==> config.mk <==
export PLATFORM = sky130hd
export DESIGN_NAME = apb_regfile_slave
export DESIGN_NICKNAME = d
export VERILOG_FILES = /design/src/rtl/apb_slave_pkg.sv /design/src/rtl/apb_reg_bank.sv /design/src/rtl/apb_regfile_slave.sv
export SDC_FILE = /design/constraint.sdc
export NUM_CORES = 1
export LEC_CHECK = 0
export CELL_PAD_IN_SITES_DETAIL_PLACEMENT = 0
export CELL_PAD_IN_SITES_GLOBAL_PLACEMENT = 2
export CORE_ASPECT_RATIO = 0.8
export CORE_MARGIN = 5
export CORE_UTILIZATION = 36
export DETAILED_ROUTE_END_ITERATION = 16
export PLACE_DENSITY = 0.79
export SKIP_LAST_GASP = 1
export SLEW_MARGIN = 25
export SYNTH_ARGS = -nofsm -noshare
export SYNTH_HDL_FRONTEND = slang
export SYNTH_SLANG_ARGS = --single-unit
==> constraint.sdc <==
create_clock -name hclk -period 3.1 [get_ports hclk]
set_input_delay 0.31 -clock hclk [delete_from_list [all_inputs] [get_ports hclk]]
set_output_delay 0.31 -clock hclk [all_outputs]
set_load 0.02 [all_outputs]
==> src/rtl/apb_slave_pkg.sv <==
// Shared types and constants for the APB register-file completer.
package apb_slave_pkg;

    typedef enum logic [1:0] {
        IDLE  = 2'd0,
        WAIT  = 2'd1,
        READY = 2'd2
    } apb_state_e;

    localparam int unsigned APB_WORD_BYTES  = 4;
    localparam int unsigned MAX_WAIT_STATES = 15;

endpackage

==> src/rtl/apb_reg_bank.sv <==
// NUM_REGS x DATA_WIDTH register array: one write port, one combinational read port.
module apb_reg_bank #(
    parameter int unsigned NUM_REGS   = 16,
    parameter int unsigned DATA_WIDTH = 32,
    parameter int unsigned IDX_W      = $clog2(NUM_REGS)
) (
    input  logic                  clk,
    input  logic                  rst,
    input  logic                  we,
    input  logic [IDX_W-1:0]      widx,
    input  logic [DATA_WIDTH-1:0] wdata,
    input  logic [IDX_W-1:0]      ridx,
    output logic [DATA_WIDTH-1:0] rdata
);

    logic [DATA_WIDTH-1:0] mem_q [NUM_REGS];
    logic [DATA_WIDTH-1:0] mem_d [NUM_REGS];

    always_comb begin
        mem_d = mem_q;
        if (we) begin
            mem_d[widx] = wdata;
        end
    end

    always_ff @(posedge clk) begin
        for (int unsigned i = 0; i < NUM_REGS; i++) begin
            if (rst) begin
                mem_q[i] <= '0;
            end else begin
                mem_q[i] <= mem_d[i];
            end
        end
    end

    assign rdata = mem_q[ridx];

endmodule

==> src/rtl/apb_regfile_slave.sv <==
// APB completer decoding a window of NUM_REGS word registers with fixed wait
// states; out-of-window or misaligned accesses complete with pslverr.
module apb_regfile_slave
    import apb_slave_pkg::*;
#(
    parameter int unsigned            ADDR_WIDTH  = 32,
    parameter int unsigned            DATA_WIDTH  = 32,
    parameter int unsigned            NUM_REGS    = 16,
    parameter logic [ADDR_WIDTH-1:0]  BASE_ADDR   = '0,
    parameter int unsigned            WAIT_STATES = 0
) (
    input  logic                  hclk,
    input  logic                  hreset,
    input  logic                  psel,
    input  logic                  penable,
    input  logic                  pwrite,
    input  logic [ADDR_WIDTH-1:0] paddr,
    input  logic [DATA_WIDTH-1:0] pwdata,
    output logic [DATA_WIDTH-1:0] prdata,
    output logic                  pready,
    output logic                  pslverr
);

    localparam int unsigned           IDX_W  = $clog2(NUM_REGS);
    localparam logic [ADDR_WIDTH-1:0] WINDOW = ADDR_WIDTH'(NUM_REGS * APB_WORD_BYTES);
    localparam logic [3:0]            WS     = 4'(WAIT_STATES);

    apb_state_e            state_q, state_d;
    logic [3:0]            cnt_q, cnt_d;
    logic [IDX_W-1:0]      idx_q, idx_d;
    logic                  write_q, write_d;
    logic [DATA_WIDTH-1:0] wdata_q, wdata_d;
    logic                  err_q, err_d;
    logic [DATA_WIDTH-1:0] prdata_q, prdata_d;
    logic                  pready_q, pready_d;
    logic                  pslverr_q, pslverr_d;

    logic                  setup;
    logic                  addr_err;
    logic [ADDR_WIDTH-1:0] offset;
    logic                  bank_we;
    logic [DATA_WIDTH-1:0] bank_rdata;

    assign setup    = psel && !penable;
    assign offset   = paddr - BASE_ADDR;
    assign addr_err = (paddr[1:0] != 2'b00) || (paddr < BASE_ADDR) || (offset >= WINDOW);

    apb_reg_bank #(
        .NUM_REGS   (NUM_REGS),
        .DATA_WIDTH (DATA_WIDTH),
        .IDX_W      (IDX_W)
    ) u_bank (
        .clk   (hclk),
        .rst   (hreset),
        .we    (bank_we),
        .widx  (idx_q),
        .wdata (wdata_q),
        .ridx  (idx_d),
        .rdata (bank_rdata)
    );

    always_ff @(posedge hclk) begin
        if (hreset) begin
            state_q   <= IDLE;
            cnt_q     <= '0;
            idx_q     <= '0;
            write_q   <= 1'b0;
            wdata_q   <= '0;
            err_q     <= 1'b0;
            prdata_q  <= '0;
            pready_q  <= 1'b0;
            pslverr_q <= 1'b0;
        end else begin
            state_q   <= state_d;
            cnt_q     <= cnt_d;
            idx_q     <= idx_d;
            write_q   <= write_d;
            wdata_q   <= wdata_d;
            err_q     <= err_d;
            prdata_q  <= prdata_d;
            pready_q  <= pready_d;
            pslverr_q <= pslverr_d;
        end
    end

    always_comb begin
        state_d = state_q;
        case (state_q)
            IDLE: begin
                if (setup) begin
                    state_d = (WS == 4'd0) ? READY : WAIT;
                end
            end
            WAIT: begin
                if (!psel) begin
                    state_d = IDLE;
                end else if (cnt_q <= 4'd1) begin
                    state_d = READY;
                end
            end
            READY: begin
                if (!psel || penable) begin
                    state_d = IDLE;
                end
            end
            default: state_d = IDLE;
        endcase
    end

    // The read port is addressed by idx_d so a zero-wait read can sample the
    // bank on the same edge that captures the address.
    always_comb begin
        cnt_d     = cnt_q;
        idx_d     = idx_q;
        write_d   = write_q;
        wdata_d   = wdata_q;
        err_d     = err_q;
        bank_we   = 1'b0;
        prdata_d  = '0;

        if (state_q == IDLE && setup) begin
            cnt_d   = WS;
            idx_d   = paddr[2 +: IDX_W];
            write_d = pwrite;
            wdata_d = pwdata;
            err_d   = addr_err;
        end

        if (state_q == WAIT && cnt_q != 4'd0) begin
            cnt_d = cnt_q - 4'd1;
        end

        if (state_q == READY && psel && penable && write_q && !err_q) begin
            bank_we = 1'b1;
        end

        pready_d  = (state_d == READY);
        pslverr_d = (state_d == READY) && err_d;

        if (state_d == READY) begin
            if (state_q == READY) begin
                prdata_d = prdata_q;
            end else if (!err_d && !write_d) begin
                prdata_d = bank_rdata;
            end
        end
    end

    assign prdata  = prdata_q;
    assign pready  = pready_q;
    assign pslverr = pslverr_q;

endmodule

==> flow_summary_export.csv, run 1 <==
group,metric,value,unit
sta,final_count_of_negative_setup_slack_endpoints,0,
sta,timing_hold_violations_final,0,
die,dieArea,75240,sq um
sta,min_period_over_period,0.9613,
pwr,p_seq_frac,0.456,
sta,rsz0062_at_grt,"no",
detailed_routing,antenna_violating_nets_post_route,0,
clocking,clock_path_buffers,3,
sta,final_max_slew_viol_count,0,
flow_run,drv.max_cap_violation_count,0,
clocking,num_cts_buffers,67,
worst_setup_path,worst_path_largest_cell_delay,580,ps
die,core_area,69080,sq um
pwr,p_clk_frac,0.469,
sta,layout_setup_ws,120.0,ps
detailed_routing,drt_first_pass_iters,6,
die,num_io_pins,103,
global_route,antenna_found_initial,0,
finish,finalNetCount,3326,
logic_synthesis,postSynth.asyncResetShare,0,
worst_setup_path,path_buf_inv,3,
finish,antenna_cells,0,
clocking,clk_transition_reported_paths,60,ps
detailed_routing,routed_wirelength,88090,microns
worst_setup_path,worst_path_dominant_cell_family,"compound AO/OA/AOI/OAI gates",
logic_synthesis,synth_area_per_cell,7.682,sq um
worst_setup_path,cp-start-kind,"flip-flop",
worst_setup_path,worst_path_most_repeated_cell,"sky130_fd_sc_hd__buf_12",
die,die_w,305.4,microns
die,initial_utilization,0.3639,
worst_setup_path,crit_path_end_kind,"flip-flop",
pwr,vdd_drop_max,0.0003331,V
clocking,cts_setup_buffers,0,
global_route,grt_overflow,0,
placed_design,port_buffer_count,102,
placed_design,dp_hpwl,53750,microns
sta,timing.fmax,335.6,MHz
logic_synthesis,synth_enable_flop_cells,0,
sta,timing.max_slew.rel_slack,0.3023,
logic_synthesis,ys_warn_count,0,
worst_setup_path,crit_path_max_fanout,31,
detailed_routing,iteration_0_drc_markers,1936,
logic_synthesis,ys_types,47,
pwr,leakagePower,0.009685,uW
finish,area_delta_synth_final,18.92,%
die,die-height,246.3,microns
sta,finalSetupTns,0,ps
worst_setup_path,worstSetupPathType,"reg -> reg",
placed_design,dp_slack,-335.7,ps
pwr,cell_internal_pwr,12860,uW
placed_design,placement.cell_area,27690,sq um
pwr,power.share.switching,0.2456,
detailed_routing,via_count,22700,
finish,post_route_cells_drive_above_1_share,0.09124,
pwr,powerDensity,570.2,nW/um^2
clocking,clock_sink_count,590,
global_route,grt_util_all_layers,0.2287,
global_route,grt_pass1_vias,21430,
pwr,p_sw,4185,uW
clocking,worstSkewPairLatency,600,ps
clocking,cts.root.buffer_cell,"sky130_fd_sc_hd__clkbuf_16",
logic_synthesis,synth-main-ff-cell,"sky130_fd_sc_hd__dfxtp_1",
pwr,total_power,17040,uW
logic_synthesis,synth.area.top_cells,"sky130_fd_sc_hd__dfxtp_1 (47%), sky130_fd_sc_hd__nand2_1 (19%), sky130_fd_sc_hd__a21oi_1 (10%)",
logic_synthesis,synth-seq-cells,590,
hold_path,holdCritPathClass,"in -> reg",
sta,worst_pin_slew,1045,ps
detailed_routing,wire_per_inst,20.86,microns
detailed_routing,route.detailed.vias_per_inst,5.376,
worst_setup_path,critical-path-slowest-cell,"sky130_fd_sc_hd__a31oi_1",
sta,period_minus_slack,2980,ps
finish,n_fill_cell,6922,
logic_synthesis,post_synth_inst_count,3272,
status,outcome,"finished, final reports clean",
worst_setup_path,required_time_of_the_critical_path,3560,ps
die,rows,86,
logic_synthesis,mappedNetlistNets,3344,
logic_synthesis,synthDominantAreaCellType,"sky130_fd_sc_hd__dfxtp_1",
clocking,clock_tree.htree_level_count,3,
detailed_routing,detail_route.drc_violations,0,
clocking,cts_tree,"built",
worst_setup_path,critical_path_arrival,3440,ps
global_route,grt_pass1_wl,134800,microns
placed_design,gp_routability_congestion,0.8124,
pwr,comb_power_share,0.075,
global_route,grt_max_degree,131,
finish,register_area,11810,sq um
sta,finClkSkew,19.15,ps
logic_synthesis,synth.top_cell.area_share,0.4699,
logic_synthesis,sequential_to_total_area_share_from_yosys_stat,0.4699,
finish,multiInputGateArea,12100,sq um
finish,final_cell_area,29890,sq um
worst_setup_path,crit_chain,"nor4b_4, buf_12, mux2_2, buf_4, nor2_2, buf_12, a32oi_1, a31oi_1, o31ai_2",
logic_synthesis,netlist_area,25140,sq um
[synth_stat cells, types with 2 or more instances]
cell                       number
sky130_fd_sc_hd__nand3_1       66
sky130_fd_sc_hd__a31oi_1       32
sky130_fd_sc_hd__and3b_1        2
sky130_fd_sc_hd__mux2_2         5
sky130_fd_sc_hd__dfxtp_1      590
sky130_fd_sc_hd__or3_1          2
sky130_fd_sc_hd__nor3_1         8
sky130_fd_sc_hd__inv_1          2
sky130_fd_sc_hd__nand2_1     1262
sky130_fd_sc_hd__a22oi_1       31
sky130_fd_sc_hd__a21oi_1      517
sky130_fd_sc_hd__nor2b_1        6
sky130_fd_sc_hd__buf_1          7
sky130_fd_sc_hd__a221oi_1       2
sky130_fd_sc_hd__and2_0         5
sky130_fd_sc_hd__buf_2         54
sky130_fd_sc_hd__and3_1         2
sky130_fd_sc_hd__nor2_1        89
sky130_fd_sc_hd__clkbuf_1     230
sky130_fd_sc_hd__mux2i_1      194
sky130_fd_sc_hd__nand4_1        5
sky130_fd_sc_hd__mux2i_2        2
sky130_fd_sc_hd__buf_6          6
sky130_fd_sc_hd__a32oi_1       62
sky130_fd_sc_hd__o31ai_1        2
sky130_fd_sc_hd__nand2b_1       5
sky130_fd_sc_hd__buf_4         21
sky130_fd_sc_hd__nor4b_1        2
sky130_fd_sc_hd__a211oi_1       4
sky130_fd_sc_hd__ha_1           3
sky130_fd_sc_hd__and2_1         2
sky130_fd_sc_hd__nor4_1         8
sky130_fd_sc_hd__o31ai_2       30
[area by class of cell]
cell class                 count  area share
timing repair buffer         231     0.08807
tap                          924     0.03868
sequential                   590      0.3952
clock buffer                 100     0.06769
clock inverter                14    0.005274
multi-input combinational   2362      0.4049
inverter                       2   0.0002512
[power by group through the flow]
stage	registers, uW	clock network [uW]	logic, uW
floorplan	7800	0	720
global placement	7940	0	1260
detailed placement	7940	0	1270
CTS	7770	8170	1270
global route	7780	8500	1350
finish	7780	7990	1270
[worst reg2reg max path, cell delays in order, from the launching register on]
cell                      delay [ps]
sky130_fd_sc_hd__dfxtp_1         390
sky130_fd_sc_hd__nor4b_4         400
sky130_fd_sc_hd__buf_12          210
sky130_fd_sc_hd__mux2_2          430
sky130_fd_sc_hd__buf_4           180
sky130_fd_sc_hd__nor2_2          150
sky130_fd_sc_hd__buf_12          250
sky130_fd_sc_hd__a32oi_1         180
sky130_fd_sc_hd__a31oi_1         580
sky130_fd_sc_hd__o31ai_2          90
[metal layers]
layer	track usage	vias to the layer above	wire, microns
met2	0.3436	723	37400
li1	-	10840	-
met4	0.05994	0	2029
met5	0	-	0
met3	0.03266	135	5225
met1	0.3439	11010	43440
[cell usage in the layout, fill, tap and decap left out, drive strengths merged, types with 3 or more instances in the layout]
cell type	netlist	routed
nand3	66	66
nor2	90	90
bufinv	0	3
buf	88	130
a22oi	31	31
a21oi	517	517
mux2	6	6
and2	7	7
or3	3	3
mux2i	196	196
clkinv	0	7
nand4	5	5
o31ai	32	32
nand2	1262	1262
clkbuf	230	100
nor3	8	8
inv	2	4
a32oi	62	62
nor4	9	9
a31oi	32	32
dfxtp	590	590
nand2b	5	5
a211oi	4	4
clkdlybuf4s50	0	101
nor4b	4	4
nor2b	6	6
ha	3	3
[registers in the layout, indices dropped and copies added (netlist names)]
name	flops
write_q	1
pslverr	1
err_q	1
wdata_q	32
state_q	2
u_bank.mem_q	512
cnt_q	4
idx_q	4
pready	1
prdata	32
[per-stage QoR]
step / std cells / hold slack, ps / util
final: 4223 / 171.7 / 0.4327
after floorplan: 3272 / 435.7 / -
after global routing: 4223 / 187.0 / 0.4327
after CTS: 4223 / 134.0 / 0.4324
after global placement: 4109 / 440.9 / 0.4008
after detailed placement: 4109 / 445.8 / 0.4008
[timing repair]
item / in CTS / in global routing
hold buffers: 0 / 0
endpoints found under the setup margin: 0 / 3
resized for setup: 0 / 3
hold endpoints to repair: 0 / 0
[path summary, 6_finish.rpt]
path | from | to | slack (ps) | cells past startpoint
setup / recovery | state_q[1] | prdata[6] | 120 | 9
hold / removal | hreset | err_q | 170 | 2
setup reg to reg | state_q[1] | prdata[6] | 120 | 9
hold reg to reg | u_bank.mem_q[240] | u_bank.mem_q[240] | 450 | 2
[cell families (layout without fill, tap and decap cells)]
group,Yosys count,in the layout,share of synthesized area
AND/OR/NAND/NOR,1473,1473,0.2307
AO/OA/AOI/OAI,683,683,0.1611
flip-flops,590,590,0.4699
buffers and inverters,320,347,0.05540
multiplexers,202,202,0.08104
adder cells (fa/ha/maj),3,3,0.001494
XOR/XNOR,1,1,0.0003485
Note: power is estimated with default switching activity, not from simulation.
==> run 2, diff against run 1 <==
CORE_UTILIZATION = 38   (was 36)
HOLD_SLACK_MARGIN = 0.08   (was default)
PLACE_DENSITY = default   (was 0.79)
PLACE_DENSITY_LB_ADDON = 0.2   (was default)
SYNTH_HIERARCHICAL = 1   (was default)
==> run 2 against run 1 <==
Cell area grew 3.8%. Critical endpoint is now prdata[0]. Critical path depth grew 1. Via count grew 9.3%. Register-to-register slack is essentially flat.
==> flow_summary_export.csv, run 2 <==
group,metric,value,unit
worst_setup_path,crit_path_max_fanout,8,
pwr,powerDensity,553.1,nW/um^2
sta,final_count_of_negative_setup_slack_endpoints,0,
finish,n_fill_cell,6505,
die,initial_utilization,0.3834,
sta,timing.hold.ws,253.0,ps
clocking,post_cts_resize_count,0,
clocking,clock_sink_count,590,
sta,final_max_slew_viol_count,0,
die,dieArea,75010,sq um
logic_synthesis,ys_types,41,
pwr,leakagePower,0.009644,uW
die,die_w,305.0,microns
placed_design,port_buffer_count,102,
logic_synthesis,synth_enable_flop_cells,0,
clocking,cts.root.buffer_cell,"sky130_fd_sc_hd__clkbuf_16",
detailed_routing,iteration_0_drc_markers,3147,
logic_synthesis,synth.area.top_cells,"sky130_fd_sc_hd__dfxtp_1 (45%), sky130_fd_sc_hd__mux4_2 (11%), sky130_fd_sc_hd__a21oi_1 (10%)",
die,core_area,68970,sq um
finish,layout.cells.most_common,"sky130_fd_sc_hd__dfxtp_1",
die,num_io_pins,103,
hold_path,hold-path-cell-count,3,
finish,post_route_cells_drive_above_1_share,0.1373,
worst_setup_path,required_time_of_the_critical_path,3580,ps
hold_path,holdCritPathClass,"in -> reg",
finish,finalNetCount,2991,
worst_setup_path,critical_path_arrival,3460,ps
logic_synthesis,synth-seq-cells,590,
pwr,vdd_drop_max,0.0004147,V
detailed_routing,via_count,24820,
global_route,grt_util_all_layers,0.2809,
detailed_routing,routed_wirelength,109400,microns
placed_design,dp_hpwl,57480,microns
detailed_routing,wire_per_inst,28.12,microns
logic_synthesis,post_synth_most_frequent_cells,"sky130_fd_sc_hd__dfxtp_1 (590), sky130_fd_sc_hd__a21oi_1 (552), sky130_fd_sc_hd__nand3_1 (518)",
logic_synthesis,count_leader_synth,"sky130_fd_sc_hd__dfxtp_1",
clocking,clock_tree.htree_level_count,3,
finish,multiInputGateArea,12930,sq um
detailed_routing,drt_first_pass_iters,5,
clocking,clk_transition_reported_paths,60,ps
detailed_routing,antenna_violating_nets_post_route,0,
logic_synthesis,ys_warn_count,6,
sta,period_minus_slack,2974,ps
clocking,cts_tree,"built",
detailed_routing,route.detailed.vias_per_inst,6.382,
sta,timing.max_slew.rel_slack,0.2295,
sta,worst_pin_slew,1156,ps
global_route,grt_max_degree,217,
placed_design,dp_cells,3772,
logic_synthesis,synthDominantAreaCellType,"sky130_fd_sc_hd__dfxtp_1",
logic_synthesis,post_synth_inst_count,3032,
finish,max_flop_register,"u_bank/mem_q",
finish,register_area,11810,sq um
status,outcome,"finished, final reports clean",
clocking,num_cts_buffers,66,
sta,timing_hold_violations_final,0,
worst_setup_path,cp-start-kind,"flip-flop",
die,die-height,246.0,microns
clocking,clock_path_buffers,3,
die,rows,86,
sta,timing.fmax,336.3,MHz
sta,min_period_over_period,0.9593,
worst_setup_path,worstSetupPathType,"reg -> reg",
global_route,antenna_found_initial,2,
finish,flip_flop_count_of_the_largest_register_after_layout,512,
finish,area_delta_synth_final,17.31,%
placed_design,gp_routability_congestion,0.8028,
global_route,grt_pass1_vias,24060,
finish,antenna_cells,0,
logic_synthesis,postSynth.asyncResetShare,0,
sta,finClkSkew,24.96,ps
global_route,grt_pass1_wl,162100,microns
worst_setup_path,crit_path_end_kind,"flip-flop",
logic_synthesis,synth-main-ff-cell,"sky130_fd_sc_hd__dfxtp_1",
logic_synthesis,synth_area_per_cell,8.723,sq um
logic_synthesis,mappedNetlistNets,3104,
global_route,grt_overflow,0,
detailed_routing,detail_route.drc_violations,0,
logic_synthesis,synth.top_cell.area_share,0.4466,
logic_synthesis,sequential_to_total_area_share_from_yosys_stat,0.4466,
finish,layoutNonFillerInstCount,3889,
clocking,worstSkewPairLatency,610,ps
finish,final_cell_mix,"sky130_fd_sc_hd__dfxtp_1 (588), sky130_fd_sc_hd__a21oi_1 (552), sky130_fd_sc_hd__nand3_1 (516)",
worst_setup_path,r2r.worst_path.cells,10,
logic_synthesis,netlist_area,26450,sq um
sta,rsz0062_at_grt,"no",
flow_run,drv.max_cap_violation_count,0,
==> run 2: changes by cell type in the layout (fill, tap and decap cells not counted), moves of 35 or more <==
cell                      before  now
sky130_fd_sc_hd__nor2_1       76    8
sky130_fd_sc_hd__a21oi_1     517  552
sky130_fd_sc_hd__a32oi_1      62    0
sky130_fd_sc_hd__nand3_1      65  516
sky130_fd_sc_hd__o21ai_0       1  510
sky130_fd_sc_hd__mux4_2        0  128
sky130_fd_sc_hd__nand2_1    1262  112
sky130_fd_sc_hd__mux2i_1     192    0
==> run 2: routing by layer <==
metal / GRT usage / share of wire / vias up
met1: 0.3892 / 0.43 / 12410
met3: 0.06768 / 0.098 / 193
met5: 0 / 0 / -
met4: 0.07992 / 0.027 / 0
met2: 0.4404 / 0.45 / 1316
li1: - / - / 10900
==> run 2: worst paths after layout <==
path	end	slack, ps	start
worst max register to register	prdata[0]	130	state_q[1]
worst min register to register	u_bank/mem_q[53]	470	u_bank/mem_q[53]
worst max-delay path	prdata[0]	130	state_q[1]
worst min-delay path	wdata_q[15]	250	pwdata[15]
==> run 2: critical path, stage by stage, from the launching register on <==
cell                      delay (ps)
sky130_fd_sc_hd__dfxtp_1         370
sky130_fd_sc_hd__or4b_4          620
sky130_fd_sc_hd__nand2_1         160
sky130_fd_sc_hd__nand2_4         100
sky130_fd_sc_hd__buf_12          170
sky130_fd_sc_hd__buf_12          150
sky130_fd_sc_hd__mux4_2          410
sky130_fd_sc_hd__a22oi_1         330
sky130_fd_sc_hd__nand2_1         110
sky130_fd_sc_hd__nor4b_1         160
sky130_fd_sc_hd__a221o_1         280
==> run 2: through the flow <==
stage / utilization / power [uW] / setup TNS [ps] / setup slack (ps) / area [sq um]
after global placement: 0.4162 / 8972 / -4255 / -198.2 / 28700
after global routing: 0.4498 / 17630 / 0 / 36.86 / 31030
final: 0.4498 / 17160 / 0 / 126.1 / 31030
after detailed placement: 0.4162 / 8979 / -5474 / -253.8 / 28700
after floorplan: - / 8394 / 0 / 106.7 / 26450
after CTS: 0.4494 / 17240 / 0 / 90.68 / 30990
==> run 2: cell type report <==
| cell class | count | area share |
|---|---|---|
| Multi-Input combinational cell | 2020 | 0.4168 |
| Sequential cell | 590 | 0.3808 |
| Timing Repair Buffer | 239 | 0.09142 |
| Clock buffer | 101 | 0.06799 |
| Tap cell | 924 | 0.03726 |
| Clock inverter | 13 | 0.005525 |
| Inverter | 2 | 0.0002420 |
==> run 2: power by group <==
| part | switching [uW] | total, uW | internal, uW |
|---|---|---|---|
| clock | 3310 | 8320 | 5010 |
| combinational | 729 | 1110 | 381 |
| sequential | 126 | 7730 | 7610 |
| total | 4170 | 17200 | 13000 |
==> run 2: logic make-up after synthesis <==
kind of cell / Yosys count / share of synthesized area
multiplexers: 129 / 0.1094
adder cells (fa/ha/maj): 3 / 0.001419
AO/OA/AOI/OAI: 1164 / 0.2327
AND/OR/NAND/NOR: 723 / 0.1400
flip-flops: 590 / 0.4466
buffers and inverters: 422 / 0.06950
XOR/XNOR: 1 / 0.0003312
==> run 2: timing repair <==
item,in CTS,in global routing
hold buffers,1,0
setup endpoints to repair,0,17
endpoints found under the hold margin,2,0
setup buffers,0,2
